**src/rtl/mem_req_ctrl.sv**
```systemverilog
// rtl/mem_req_ctrl.sv - initiator-side request/response front end for a 1-cycle registered single-port memory
//
// Accepts valid/ready read/write requests and drives the memory port combinationally
// (zero added latency). Read data returns one cycle after issue and is pushed into an
// in-order response FIFO. A read is only accepted when a FIFO slot is guaranteed, so
// returning data can never be dropped.
//
// Ports:
//   iw_clk, iw_rst                     clock, asynchronous active-high reset
//   iw_req_valid/ow_req_ready          request handshake
//   iw_req_we/iw_req_addr/iw_req_wdata request attributes (1=write)
//   ow_mem_we/ow_mem_addr/ow_mem_wdata memory drive
//   iw_mem_rdata                       memory registered read data
//   ow_rsp_valid/ow_rsp_data           response FIFO head
//   iw_rsp_ready                       response pop
//   ow_outstanding                     buffered + in-flight reads
module mem_req_ctrl #(
    parameter int RSP_DEPTH = 2,
    parameter int ADDR_W    = 12,
    parameter int DATA_W    = 24
) (
    input  logic                         iw_clk,
    input  logic                         iw_rst,
    input  logic                         iw_req_valid,
    output logic                         ow_req_ready,
    input  logic                         iw_req_we,
    input  logic [ADDR_W-1:0]            iw_req_addr,
    input  logic [DATA_W-1:0]            iw_req_wdata,
    output logic                         ow_mem_we,
    output logic [ADDR_W-1:0]            ow_mem_addr,
    output logic [DATA_W-1:0]            ow_mem_wdata,
    input  logic [DATA_W-1:0]            iw_mem_rdata,
    output logic                         ow_rsp_valid,
    output logic [DATA_W-1:0]            ow_rsp_data,
    input  logic                         iw_rsp_ready,
    output logic [$clog2(RSP_DEPTH):0]   ow_outstanding
);

    localparam int PW = $clog2(RSP_DEPTH);
    localparam int CW = PW + 1;
    localparam logic [CW-1:0] DEPTH_C  = CW'(RSP_DEPTH);
    localparam logic [CW:0]   DEPTH_CW = (CW + 1)'(RSP_DEPTH);

    logic [CW-1:0]     count_q, count_d;
    logic [PW-1:0]     rd_ptr_q, rd_ptr_d;
    logic [PW-1:0]     wr_ptr_q, wr_ptr_d;
    logic              rd_pend_q, rd_pend_d;
    logic [ADDR_W-1:0] last_addr_q, last_addr_d;
    logic [DATA_W-1:0] fifo_q [RSP_DEPTH];

    logic              pop;
    logic              push;
    logic              acc;
    logic              credit_ok;
    logic [CW:0]       committed;

    assign ow_rsp_valid = !iw_rst && (count_q != '0);
    assign pop          = ow_rsp_valid & iw_rsp_ready;
    // A read issued in cycle t lands in the FIFO at the end of t+1, so the slot is
    // reserved now: entries held plus the read in flight, less the one leaving.
    // pop implies count_q >= 1, so this never underflows.
    assign committed    = {1'b0, count_q} + {{CW{1'b0}}, rd_pend_q} - {{CW{1'b0}}, pop};
    assign credit_ok    = committed < DEPTH_CW;
    assign ow_req_ready = !iw_rst & (iw_req_we | credit_ok);
    assign acc          = iw_req_valid & ow_req_ready;
    assign push         = rd_pend_q;

    assign ow_mem_we      = acc & iw_req_we;
    // Hold the last issued address while idle so the address bus does not toggle.
    assign ow_mem_addr    = acc ? iw_req_addr : last_addr_q;
    assign ow_mem_wdata   = iw_req_wdata;
    assign ow_rsp_data    = fifo_q[rd_ptr_q];
    assign ow_outstanding = count_q + {{PW{1'b0}}, rd_pend_q};

    always_comb begin
        count_d     = count_q;
        rd_ptr_d    = rd_ptr_q;
        wr_ptr_d    = wr_ptr_q;
        rd_pend_d   = acc & ~iw_req_we;
        last_addr_d = last_addr_q;
        if (push && !pop) begin
            count_d = count_q + CW'(1);
        end else if (pop && !push) begin
            count_d = count_q - CW'(1);
        end
        if (pop) begin
            rd_ptr_d = rd_ptr_q + PW'(1);
        end
        if (push) begin
            wr_ptr_d = wr_ptr_q + PW'(1);
        end
        if (acc) begin
            last_addr_d = iw_req_addr;
        end
    end

    always_ff @(posedge iw_clk or posedge iw_rst) begin
        if (iw_rst) begin
            count_q     <= '0;
            rd_ptr_q    <= '0;
            wr_ptr_q    <= '0;
            rd_pend_q   <= 1'b0;
            last_addr_q <= '0;
        end else begin
            count_q     <= count_d;
            rd_ptr_q    <= rd_ptr_d;
            wr_ptr_q    <= wr_ptr_d;
            rd_pend_q   <= rd_pend_d;
            last_addr_q <= last_addr_d;
        end
    end

    // Storage needs no reset: the pointers and count define what is valid.
    always_ff @(posedge iw_clk) begin
        if (push) begin
            fifo_q[wr_ptr_q] <= iw_mem_rdata;
        end
    end

    // Credit accounting must make an overflowing push impossible.
    always @(posedge iw_clk) begin
        if (!iw_rst && push) begin
            assert (count_q < DEPTH_C);
        end
    end

endmodule

```
**config.mk**
```make
export PLATFORM = sky130hd
export DESIGN_NAME = mem_req_ctrl
export DESIGN_NICKNAME = d
export VERILOG_FILES = /design/src/rtl/mem_req_ctrl.sv
export SDC_FILE = /design/constraint.sdc
export NUM_CORES = 1
export LEC_CHECK = 0
export ABC_AREA = 1
export BUFFER_PORTS_ARGS = -buffer_cell sky130_fd_sc_hd__buf_2
export CAP_MARGIN = 0
export CORE_MARGIN = 1.5
export CORE_UTILIZATION = 46
export DETAILED_ROUTE_END_ITERATION = 10
export PLACE_DENSITY = 0.79
export SETUP_SLACK_MARGIN = 0.02
export SYNTH_ARGS = -nofsm -noshare
export SYNTH_HDL_FRONTEND = slang
export SYNTH_SLANG_ARGS = --single-unit
```
**constraint.sdc**
```tcl
create_clock -name iw_clk -period 3.5 [get_ports iw_clk]
set_clock_uncertainty 0.2 [all_clocks]
set_input_delay 0.525 -clock iw_clk [delete_from_list [all_inputs] [get_ports iw_clk]]
set_output_delay 0.525 -clock iw_clk [all_outputs]
set_load 0.005 [all_outputs]
```
==> impl_metrics.py, run 1 <==
metrics = {
    "grt": {
        "grt_max_degree": 26,
        "grt_antenna_before_repair": 0,
        "grt_pass1_wl_mm": 8.273,
        "grt_pass1_vias": 1829,
        "overflow": 0,
        "grt_use_total": 0.1761,
    },
    "pwr": {
        "vdd_drop_max_uv": 400.1,
        "powerDensity_nw_per_um2": 707.5,
        "p_int_mw": 1.577,
        "power_frac_clock": 0.217,
        "p_sw_mw": 0.7893,
        "switching_share": 0.3336,
        "pwr-share-seq": 0.424,
        "p_total_mw": 2.366,
        "p_leak_nw": 1.584,
        "combPwrFrac": 0.358,
    },
    "flow_run": {
        "maxCapViolCount": 0,
    },
    "clocking": {
        "numCtsBuffers": 9,
        "tritoncts": "built",
        "h-tree-depth": 3,
        "cts_hold_buf": 0,
        "clock-sinks": 65,
        "ctsRootBufferMaster": "clkbuf_8",
        "cts_buffer_depth": 2,
        "path_clk_slew_ns": 0.07,
        "clk_latency_ns": 0.33,
    },
    "finish": {
        "area_delta_synth_final_pct": 20.30,
        "antenna_cells": 0,
        "seq_area_um2": 1867,
        "layout_commonest_cell": "nand2_1",
        "mostFrequentLayoutCells": "98 x nand2_1, 81 x buf_2, 48 x edfxtp_1, 17 x dfrtp_1, 14 x nand4_1",
        "drive_gt1_frac": 0.3625,
        "multi_input_area_um2": 671.9,
        "final_core_util": 0.5682,
        "filler_cell_count": 510,
        "nets": 384,
        "post_layout_nonfiller_instances": 395,
    },
    "routing": {
        "drt-met1-wl_mm": 2.137,
        "vias": 1855,
        "wire_per_inst_um": 13.76,
        "drc": 0,
        "routed.top_layer": "met4",
        "firstDrtPassIters": 4,
        "wl_met2_mm": 2.746,
        "via_per_inst": 4.696,
        "dr_wl_met3_um": 408,
        "ant_nets": 0,
        "drtIter0Drc": 87,
        "drt_wl_total_mm": 5.437,
    },
    "critical_path": {
        "timing.critical_path.max_delay_family": "adder cells",
        "worst_ep_required_time_ns": 2.77,
        "crit_path_max_incr_delay_ns": 0.45,
        "path_cells": "inv_2, a21oi_2, nand2_2, ha_4, nor2_4, fa_1, inv_1, nand3_2, nand2_4, nand3_2, nand2_1, nand2_1, buf_2",
        "crit_buf_inv": 3,
        "cp_max_fo": 6,
        "crit_path_end_kind": "output port",
        "cpMaxStageDelayCell": "fa_1",
        "cp.arrival_ns": 2.68,
        "worstSetupStartpointType": "flop",
        "critical_path_class": "flop to output port",
    },
    "timing": {
        "max_slew_margin": 0.3625,
        "grt_setup_unrepaired": "yes",
        "setup_viol": 0,
        "totalNegativeSetupSlack_ns": 0,
        "final_hold_viol_count": 0,
        "tightest_slew_ns": 0.9551,
        "whs_ns": 0.09406,
        "fin_crit_ns": 3.410,
        "fmax_mhz": 293.3,
        "layout_worst_path_cycle_share": 0.9741,
        "maxSlewViolCount": 0,
    },
    "die": {
        "die_h_um": 80.74,
        "core-area_um2": 5886,
        "dieArea_um2": 6519,
        "start_util": 0.4724,
        "rows": 28,
        "boundaryPins": 130,
        "die_w_um": 80.74,
    },
    "logic_synthesis": {
        "synth_compound_area_frac": 0.007201,
        "syn_nets": 312,
        "yosys.area_share.simple": 0.1841,
        "avgSynthCellArea_um2": 11.44,
        "yosys_warnings": 0,
        "synth-seq-cells": 65,
        "synth_fa_ha_area_frac": 0.02070,
        "syn_inst": 243,
        "yosysTopAreaCell": "edfxtp_1",
        "netlist.area_leader.share": 0.5185,
        "yosys-top-cells-area": "edfxtp_1 52%, dfrtp_1 15%, nand2_1 13%, buf_4 6.8%, nand4_1 3.2%",
        "synth_mux_area_frac": 0,
        "synth_area_um2": 2780,
        "synth_top_family_by_area": "simple AND/OR/NAND/NOR gates",
        "ys_types": 22,
        "seq_area_frac_synth": 0.6715,
        "synthXorXnorAreaFrac": 0.01575,
    },
    "place": {
        "io_buffers": 81,
        "place.gp.congestion": 0.8230,
        "dp_hpwl_mm": 3.608,
        "dp.cells": 369,
    },
    "outcome": {
        "status": "finished clean",
    },
    "hold_path": {
        "worstHoldPathType": "input pin to async pin",
    },
}
## worst register-to-register path: stages, from the launching register on
cell and delay, ns:
dfrtp_1 0.41, inv_2 0.09, a21oi_2 0.19, nand2_2 0.12, ha_4 0.31, nor2_4 0.04
fa_1 0.50, inv_1 0.05, nand3_2 0.08, nand2_4 0.09, buf_12 0.15, nand4_1 0.07
nand2_1 0.08, buf_4 0.13
## kinds of logic after synthesis
family          count (synthesis)
compound gates                  4
fa+ha+maj                       4
buf+inv                        46
simple gates                  119
xor+xnor                        5
flops                          65
## layer usage
metal,track usage,vias up
met4,0.08793,0
li1,-,926
met1,0.1894,842
met5,0,-
met2,0.3101,70
met3,0.05843,17
## timing repair
| item | 4_1_cts | 5_1_grt |
|---|---|---|
| gates resized for setup | 2 | 4 |
| setup endpoints to repair | 12 | 13 |
| cloned | 0 | 1 |
| buffers inserted | 3 | 6 |
| pin swaps | 1 | 12 |
## sequential cells by signal, indices dropped and copies added, names as in the netlist
register     count
count_q          2
wr_ptr_q         1
push             1
fifo_q          48
last_addr_q     12
rd_ptr_q         1
## power groups by stage
| stage | registers [mW] | clock network, mW | logic (mW) |
|---|---|---|---|
| floorplan | 1.00 | 0 | 0.471 |
| global placement | 1.02 | 0 | 0.730 |
| detailed placement | 1.02 | 0 | 0.745 |
| CTS | 1.00 | 0.524 | 0.799 |
| global route | 1.01 | 0.560 | 0.965 |
| finish | 1.00 | 0.514 | 0.848 |
## metrics by stage
step	instance area [um^2]	setup WS (ns)
detailed placement	3073	0.08165
floorplan	2780	0.4793
CTS	3278	0.03528
global route	3344	-0.07480
global placement	3073	0.1855
finish	3344	0.09048
## worst paths after layout
check	slack [ns]	cells past startpoint	startpoint	endpoint
setup / recovery	0.09	13	count_q[0]	ow_mem_addr[9]
hold / removal	0.09	2	iw_rst	last_addr_q[7]
setup reg to reg	0.88	13	count_q[0]	last_addr_q[8]
hold reg to reg	0.27	2	last_addr_q[10]	last_addr_q[10]
max in group asynchronous	2.37	3	iw_rst	last_addr_q[0]
min in group iw_clk	0.18	1	iw_mem_rdata[22]	fifo_q[0][22]
## final cells by class
type / count / share of cell area
Inverter: 13 / 0.01459
Multi-Input combinational cell: 133 / 0.2009
Clock inverter: 4 / 0.005986
Sequential cell: 65 / 0.5582
Clock buffer: 12 / 0.04040
Timing Repair Buffer: 93 / 0.1519
Tap cell: 75 / 0.02806
## Yosys cell counts, drive strengths merged
master	count
a21oi	3
buf	31
clkbuf	2
clkinv	1
dfrtp	17
edfxtp	48
fa	1
ha	3
inv	12
nand2	101
nand3	2
nand4	14
nor2	2
o21ai	1
xnor2	1
xor2	4
Power figures use the tool's default switching activity.
==> run 2, diff against run 1 <==
==> constraint.sdc (replaced) <==
create_clock -name iw_clk -period 3.65 [get_ports iw_clk]
set_clock_uncertainty 0.2 [all_clocks]
set_input_delay 0.5475 -clock iw_clk [delete_from_list [all_inputs] [get_ports iw_clk]]
set_output_delay 0.5475 -clock iw_clk [all_outputs]
set_load 0.005 [all_outputs]
==> run 2 against run 1 <==
Effect of this change: non-clock buffer count decreased by 5; largest power group unchanged; global-route usage fell by 0.31 points; setup slack better by 0.087 ns; utilization up 0.15 points; total power fell by 0.11%; critical path depth unchanged; sequential share of layout area shrank 0.15 points; hold slack got worse by 0.021 ns; first-iteration DRC count is 39% higher; flip-flop and latch count stayed put; sequential power down 4%.
==> impl_metrics.py, run 2 (synthesized netlist as in run 1, its figures left out) <==
metrics = {
    "critical_path": {
        "r2r_start": "count_q[1]",
        "rrSetupSlack_ns": 1.06,
        "cp_max_fo": 6,
        "critical_path_class": "flop to output port",
        "worstSetupStartpoint": "count_q[1]",
        "r2r-end": "last_addr_q[3]",
        "worst_ep_required_time_ns": 2.90,
        "worstSetupStartpointType": "flop",
        "ff2ff_path_depth": 12,
        "crit_path_end_kind": "output port",
        "cp.arrival_ns": 2.72,
        "crit_end": "ow_mem_addr[9]",
    },
    "routing": {
        "via_per_inst": 4.667,
        "ant_nets": 0,
        "drc": 0,
        "drt_wl_total_mm": 5.304,
        "drtIter0Drc": 121,
        "vias": 1820,
        "firstDrtPassIters": 4,
        "wire_per_inst_um": 13.60,
    },
    "die": {
        "core-area_um2": 5886,
        "die_h_um": 80.74,
        "rows": 28,
        "dieArea_um2": 6519,
        "boundaryPins": 130,
        "start_util": 0.4724,
        "die_w_um": 80.74,
    },
    "pwr": {
        "p_int_mw": 1.615,
        "p_sw_mw": 0.7489,
        "combPwrFrac": 0.324,
        "pwr-share-seq": 0.406,
        "power_frac_clock": 0.270,
        "vdd_drop_max_uv": 395.8,
        "switching_share": 0.3169,
        "powerDensity_nw_per_um2": 704.8,
        "p_leak_nw": 1.590,
    },
    "timing": {
        "final_hold_viol_count": 0,
        "fin_crit_ns": 3.472,
        "fmax_mhz": 288.0,
        "max_slew_margin": 0.3563,
        "layout_worst_path_cycle_share": 0.9513,
        "setup_viol": 0,
        "maxSlewViolCount": 0,
        "tightest_slew_ns": 0.9645,
    },
    "finish": {
        "multi_input_area_um2": 664.4,
        "post_layout_nonfiller_instances": 390,
        "largest_reg_flops": 48,
        "final_core_util": 0.5697,
        "area_delta_synth_final_pct": 20.61,
        "layout_commonest_cell": "nand2_1",
        "nets": 379,
        "top_register": "fifo_q",
        "seq_area_um2": 1867,
        "drive_gt1_frac": 0.3556,
        "filler_cell_count": 498,
        "antenna_cells": 0,
        "top_regs": "fifo_q x48, last_addr_q x12, count_q x2",
        "mostFrequentLayoutCells": "98 x nand2_1, 81 x buf_2, 48 x edfxtp_1, 17 x dfrtp_1, 14 x nand4_1",
    },
    "grt": {
        "overflow": 0,
        "grt_use_total": 0.1730,
        "grt_pass1_wl_mm": 8.245,
        "grt_pass1_vias": 1772,
        "grt_antenna_before_repair": 0,
        "grt_max_degree": 26,
    },
    "clocking": {
        "clock-sinks": 65,
        "ctsRootBufferMaster": "clkbuf_8",
        "tritoncts": "built",
        "cts_hold_buf": 0,
        "numCtsBuffers": 9,
        "clk_latency_ns": 0.33,
        "path_clk_slew_ns": 0.07,
        "cts_buffer_depth": 2,
        "h-tree-depth": 3,
    },
    "hold_path": {
        "worstHoldPathType": "input pin to async pin",
    },
    "place": {
        "place.gp.congestion": 0.8303,
        "io_buffers": 81,
        "dp.cells": 369,
        "dp_hpwl_mm": 3.586,
    },
    "flow_run": {
        "maxCapViolCount": 0,
    },
    "outcome": {
        "status": "finished clean",
    },
}
run 2: changes by cell type in the layout (fill, tap and decap cells not counted):
| cell | change |
|---|---|
| nor2_4 | -1 |
| bufinv_16 | +2 |
| inv_1 | +1 |
| inv_2 | -1 |
| buf_4 | -5 |
| nor2_1 | +1 |
| clkinv_2 | +1 |
| clkbuf_1 | -3 |
run 2: worst max-delay path, cell delays in order, from the launching register on:
cell and delay (ns):
dfrtp_1 0.40, inv_2 0.09, a21oi_2 0.19, nand2_2 0.12, ha_4 0.26, nor2_1 0.13
fa_1 0.43, inv_1 0.08, nand3_2 0.10, nand2_4 0.14, nand3_2 0.15, nand2_1 0.11
nand2_1 0.06, buf_2 0.13
run 2: worst min-delay path by stage:
stage	start	endpoint	slack (ns)	cells past startpoint
2_1_floorplan	last_addr_q[0]	last_addr_q[0]	0.26	2
3_3_place_gp	last_addr_q[10]	last_addr_q[10]	0.25	2
4_1_cts	iw_rst	last_addr_q[7]	0.03	2
3_5_place_dp	last_addr_q[10]	last_addr_q[10]	0.25	2
6_report	iw_rst	last_addr_q[7]	0.07	2
5_1_grt	iw_rst	wr_ptr_q	0.09	2
run 2: per-layer routing:
| metal | vias to the layer above | wire (um) | GRT usage |
|---|---|---|---|
| met5 | - | 0 | 0 |
| met4 | 0 | 90 | 0.09655 |
| met3 | 12 | 393 | 0.04157 |
| met2 | 67 | 2794 | 0.2966 |
| met1 | 829 | 2026 | 0.1991 |
| li1 | 912 | - | - |
run 2: metrics by stage:
step | total power, mW | setup slack [ns] | hold slack (ns) | setup TNS, ns | instance area (um^2)
floorplan | 1.414 | 0.5843 | 0.2594 | 0 | 2780
global placement | 1.676 | 0.2971 | 0.2466 | 0 | 3073
global route | 2.532 | -0.02083 | 0.08792 | -0.06387 | 3353
detailed placement | 1.693 | 0.2153 | 0.2522 | 0 | 3073
finish | 2.363 | 0.1779 | 0.07347 | 0 | 3353
CTS | 2.365 | 0.05550 | 0.03176 | 0 | 3309
run 2: timing repair:
| action | 4_1_cts | 5_1_grt |
|---|---|---|
| resized for setup | 0 | 3 |
| endpoints found under the hold margin | 0 | 0 |
| endpoints found under the setup margin | 10 | 12 |
| buffers inserted | 2 | 2 |
| pin swaps | 1 | 0 |
| gates cloned | 0 | 1 |
run 2: cell type report:
type                            instances  share of cell area
Clock buffer                            9             0.03694
Clock inverter                          7             0.02537
Inverter                               13             0.01455
Multi-Input combinational cell        133              0.1981
Sequential cell                        65              0.5567
Tap cell                               75             0.02799
Timing Repair Buffer                   88              0.1403
run 2: power groups by stage:
stage	logic [mW]	registers, mW	clock network, mW
after global placement	0.701	0.976	0
after global routing	0.876	0.971	0.686
final	0.766	0.959	0.638
after detailed placement	0.717	0.976	0
after CTS	0.751	0.963	0.651
after floorplan	0.451	0.963	0
==> run 3, diff against run 2 <==
--- a/config.mk
+++ b/config.mk
@@ -8,10 +8,11 @@
 export ABC_AREA = 1
 export BUFFER_PORTS_ARGS = -buffer_cell sky130_fd_sc_hd__buf_2
 export CAP_MARGIN = 0
+export CORE_ASPECT_RATIO = 1.2
 export CORE_MARGIN = 1.5
-export CORE_UTILIZATION = 46
+export CORE_UTILIZATION = 42
 export DETAILED_ROUTE_END_ITERATION = 10
-export PLACE_DENSITY = 0.79
+export PLACE_DENSITY_LB_ADDON = 0.05
 export SETUP_SLACK_MARGIN = 0.02
 export SYNTH_ARGS = -nofsm -noshare
 export SYNTH_HDL_FRONTEND = slang
==> constraint.sdc (replaced) <==
create_clock -name iw_clk -period 3.1 [get_ports iw_clk]
set_clock_uncertainty 0.2 [all_clocks]
set_input_delay 0.465 -clock iw_clk [delete_from_list [all_inputs] [get_ports iw_clk]]
set_output_delay 0.465 -clock iw_clk [all_outputs]
set_load 0.005 [all_outputs]
==> run 3 against run 2 <==
Effect of this change: the flow now finishes with violations (setup timing); via count is 3.7% higher; die area is 9.2% higher; routed wire length is 2.2% lower; highest routed layer unchanged; largest power group is now combinational logic; cell area is 7.7% higher; largest cell class unchanged; combinational power is 51% higher; critical endpoint is now ow_mem_addr[1]; first-iteration DRC count is 51% lower.
==> impl_metrics.py, run 3 (synthesized netlist as in run 1, its figures left out) <==
metrics = {
    "hold_path": {
        "hp-start": "iw_mem_rdata[18]",
        "worstHoldPathType": "input pin to flop",
        "whs_endpoint": "fifo_q[1][18]",
        "hold_path_depth": 1,
    },
    "clocking": {
        "cts_buffer_depth": 2,
        "numCtsBuffers": 9,
        "clk_latency_ns": 0.33,
        "ctsRootBufferMaster": "clkbuf_8",
        "clock-sinks": 65,
        "h-tree-depth": 3,
        "tritoncts": "built",
        "path_clk_slew_ns": 0.07,
    },
    "place": {
        "dp_hpwl_mm": 3.092,
        "place.gp.congestion": 0.7009,
        "io_buffers": 81,
        "dp.cells": 385,
    },
    "finish": {
        "multi_input_area_um2": 743.2,
        "largest_reg_flops": 48,
        "drive_gt1_frac": 0.4583,
        "filler_cell_count": 584,
        "area_delta_synth_final_pct": 29.93,
        "mostFrequentLayoutCells": "83 x nand2_1, 79 x buf_2, 48 x edfxtp_1, 23 x buf_4",
        "final_core_util": 0.5639,
        "post_layout_nonfiller_instances": 421,
        "top_register": "fifo_q",
        "antenna_cells": 0,
        "layout_commonest_cell": "nand2_1",
        "top_regs": "fifo_q x48, last_addr_q x12, count_q x2",
        "seq_area_um2": 1867,
        "nets": 400,
    },
    "pwr": {
        "vdd_drop_max_uv": 449.3,
        "p_leak_nw": 1.691,
        "powerDensity_nw_per_um2": 823.4,
    },
    "grt": {
        "grt_antenna_before_repair": 0,
        "grt_use_total": 0.1527,
        "grt_max_degree": 26,
        "grt_pass1_vias": 1785,
        "grt_most_used_layer": "met2",
        "grtUsageMet1": 0.1704,
        "overflow": 0,
        "grtUsageMet2": 0.2573,
        "gr-usage-met3": 0.04876,
        "grt_pass1_wl_mm": 8.038,
    },
    "critical_path": {
        "worst_ep_required_time_ns": 2.43,
        "r2r-end": "last_addr_q[5]",
        "r2r_start": "count_q[1]",
        "cp_max_fo": 7,
        "worstSetupStartpointType": "flop",
        "rrSetupSlack_ns": 0.20,
        "ff2ff_path_depth": 19,
        "crit_path_end_kind": "output port",
        "cp.arrival_ns": 2.47,
        "critical_path_class": "flop to output port",
    },
    "routing": {
        "via_per_inst": 4.482,
        "drtIter0Drc": 59,
        "firstDrtPassIters": 4,
        "vias": 1887,
        "ant_nets": 0,
        "wire_per_inst_um": 12.33,
        "drt_wl_total_mm": 5.189,
        "drc": 0,
    },
    "die": {
        "rows": 32,
        "die_w_um": 77.27,
        "dieArea_um2": 7119,
        "boundaryPins": 130,
        "core-area_um2": 6406,
        "start_util": 0.4340,
        "die_h_um": 92.13,
    },
    "timing": {
        "setup_viol": 12,
        "maxSlewViolCount": 0,
        "grt_setup_unrepaired": "yes",
        "fmax_mhz": 318.9,
        "final_hold_viol_count": 0,
        "max_slew_margin": 0.4813,
        "whs_ns": 0.1166,
        "fin_crit_ns": 3.136,
        "layout_worst_path_cycle_share": 1.012,
        "tightest_slew_ns": 0.7733,
        "setup_ws_ns": -0.03625,
    },
    "outcome": {
        "status": "complete, but fails checks",
        "failed_checks": "setup timing",
    },
    "flow_run": {
        "maxCapViolCount": 0,
    },
}
-- run 3: cell types whose count changed in the layout (fill, tap and decap cells not counted), sizes merged --
cell and change:
bufinv -1, clkbuf +3, buf +21, clkinvlp -1
clkinv -1
-- run 3: how the worst max path moves through the flow --
stage,start,end,slack (ns)
finish,count_q[1],ow_mem_addr[1],-0.04
global route,count_q[0],ow_mem_addr[6],-0.18
CTS,count_q[0],ow_mem_addr[2],-0.1
detailed placement,iw_rst,ow_mem_addr[11],-0.006
global placement,iw_rst,ow_mem_addr[11],0.02
floorplan,count_q[1],ow_mem_addr[0],0.19
-- run 3: per-layer routing --
metal	vias up	part of all wire
li1	954	-
met1	849	0.40
met2	73	0.51
met3	11	0.071
met4	0	0.020
met5	-	0
-- run 3: metrics by stage --
step | cell area (um^2) | setup TNS, ns | setup WS, ns | total power [mW]
floorplan | 2780 | 0 | 0.1898 | 1.665
global placement | 3143 | 0 | 0.01645 | 2.003
detailed placement | 3143 | -0.01673 | -0.006253 | 2.008
CTS | 3532 | -1.065 | -0.09989 | 2.914
global route | 3612 | -2.248 | -0.1811 | 3.188
finish | 3612 | -0.2916 | -0.03625 | 2.974
-- run 3: where the power goes --
part | total [mW] | switching (mW) | internal, mW
clock | 0.676 | 0.288 | 0.388
sequential | 1.14 | 0.0575 | 1.08
combinational | 1.16 | 0.596 | 0.566
total | 2.97 | 0.942 | 2.03
-- run 3: repair_timing --
action,CTS,global route
resized for setup,19,17
cloned,1,0
hold buffers,0,0
pin swaps,20,14
buffers inserted,15,5
endpoints found under the setup margin,13,15
-- run 3: area by class of cell --
class | instances | area share
multi-input combinational | 133 | 0.2058
clock buffer | 12 | 0.04018
tap | 85 | 0.02944
sequential | 65 | 0.5168
inverter | 13 | 0.01420
timing repair buffer | 109 | 0.1815
clock inverter | 4 | 0.01212
-- run 3: worst max-delay path: stages, from the launching register on --
cell and delay [ns]:
dfrtp_1 0.36, inv_2 0.05, a21oi_2 0.15, nand2_2 0.09, buf_6 0.13, inv_4 0.05, ha_4 0.12, inv_2 0.03
fa_2 0.53, inv_2 0.04, nand3_4 0.08, nand2_8 0.09, buf_6 0.14, nand4_1 0.09, nand2_2 0.06, buf_2 0.12
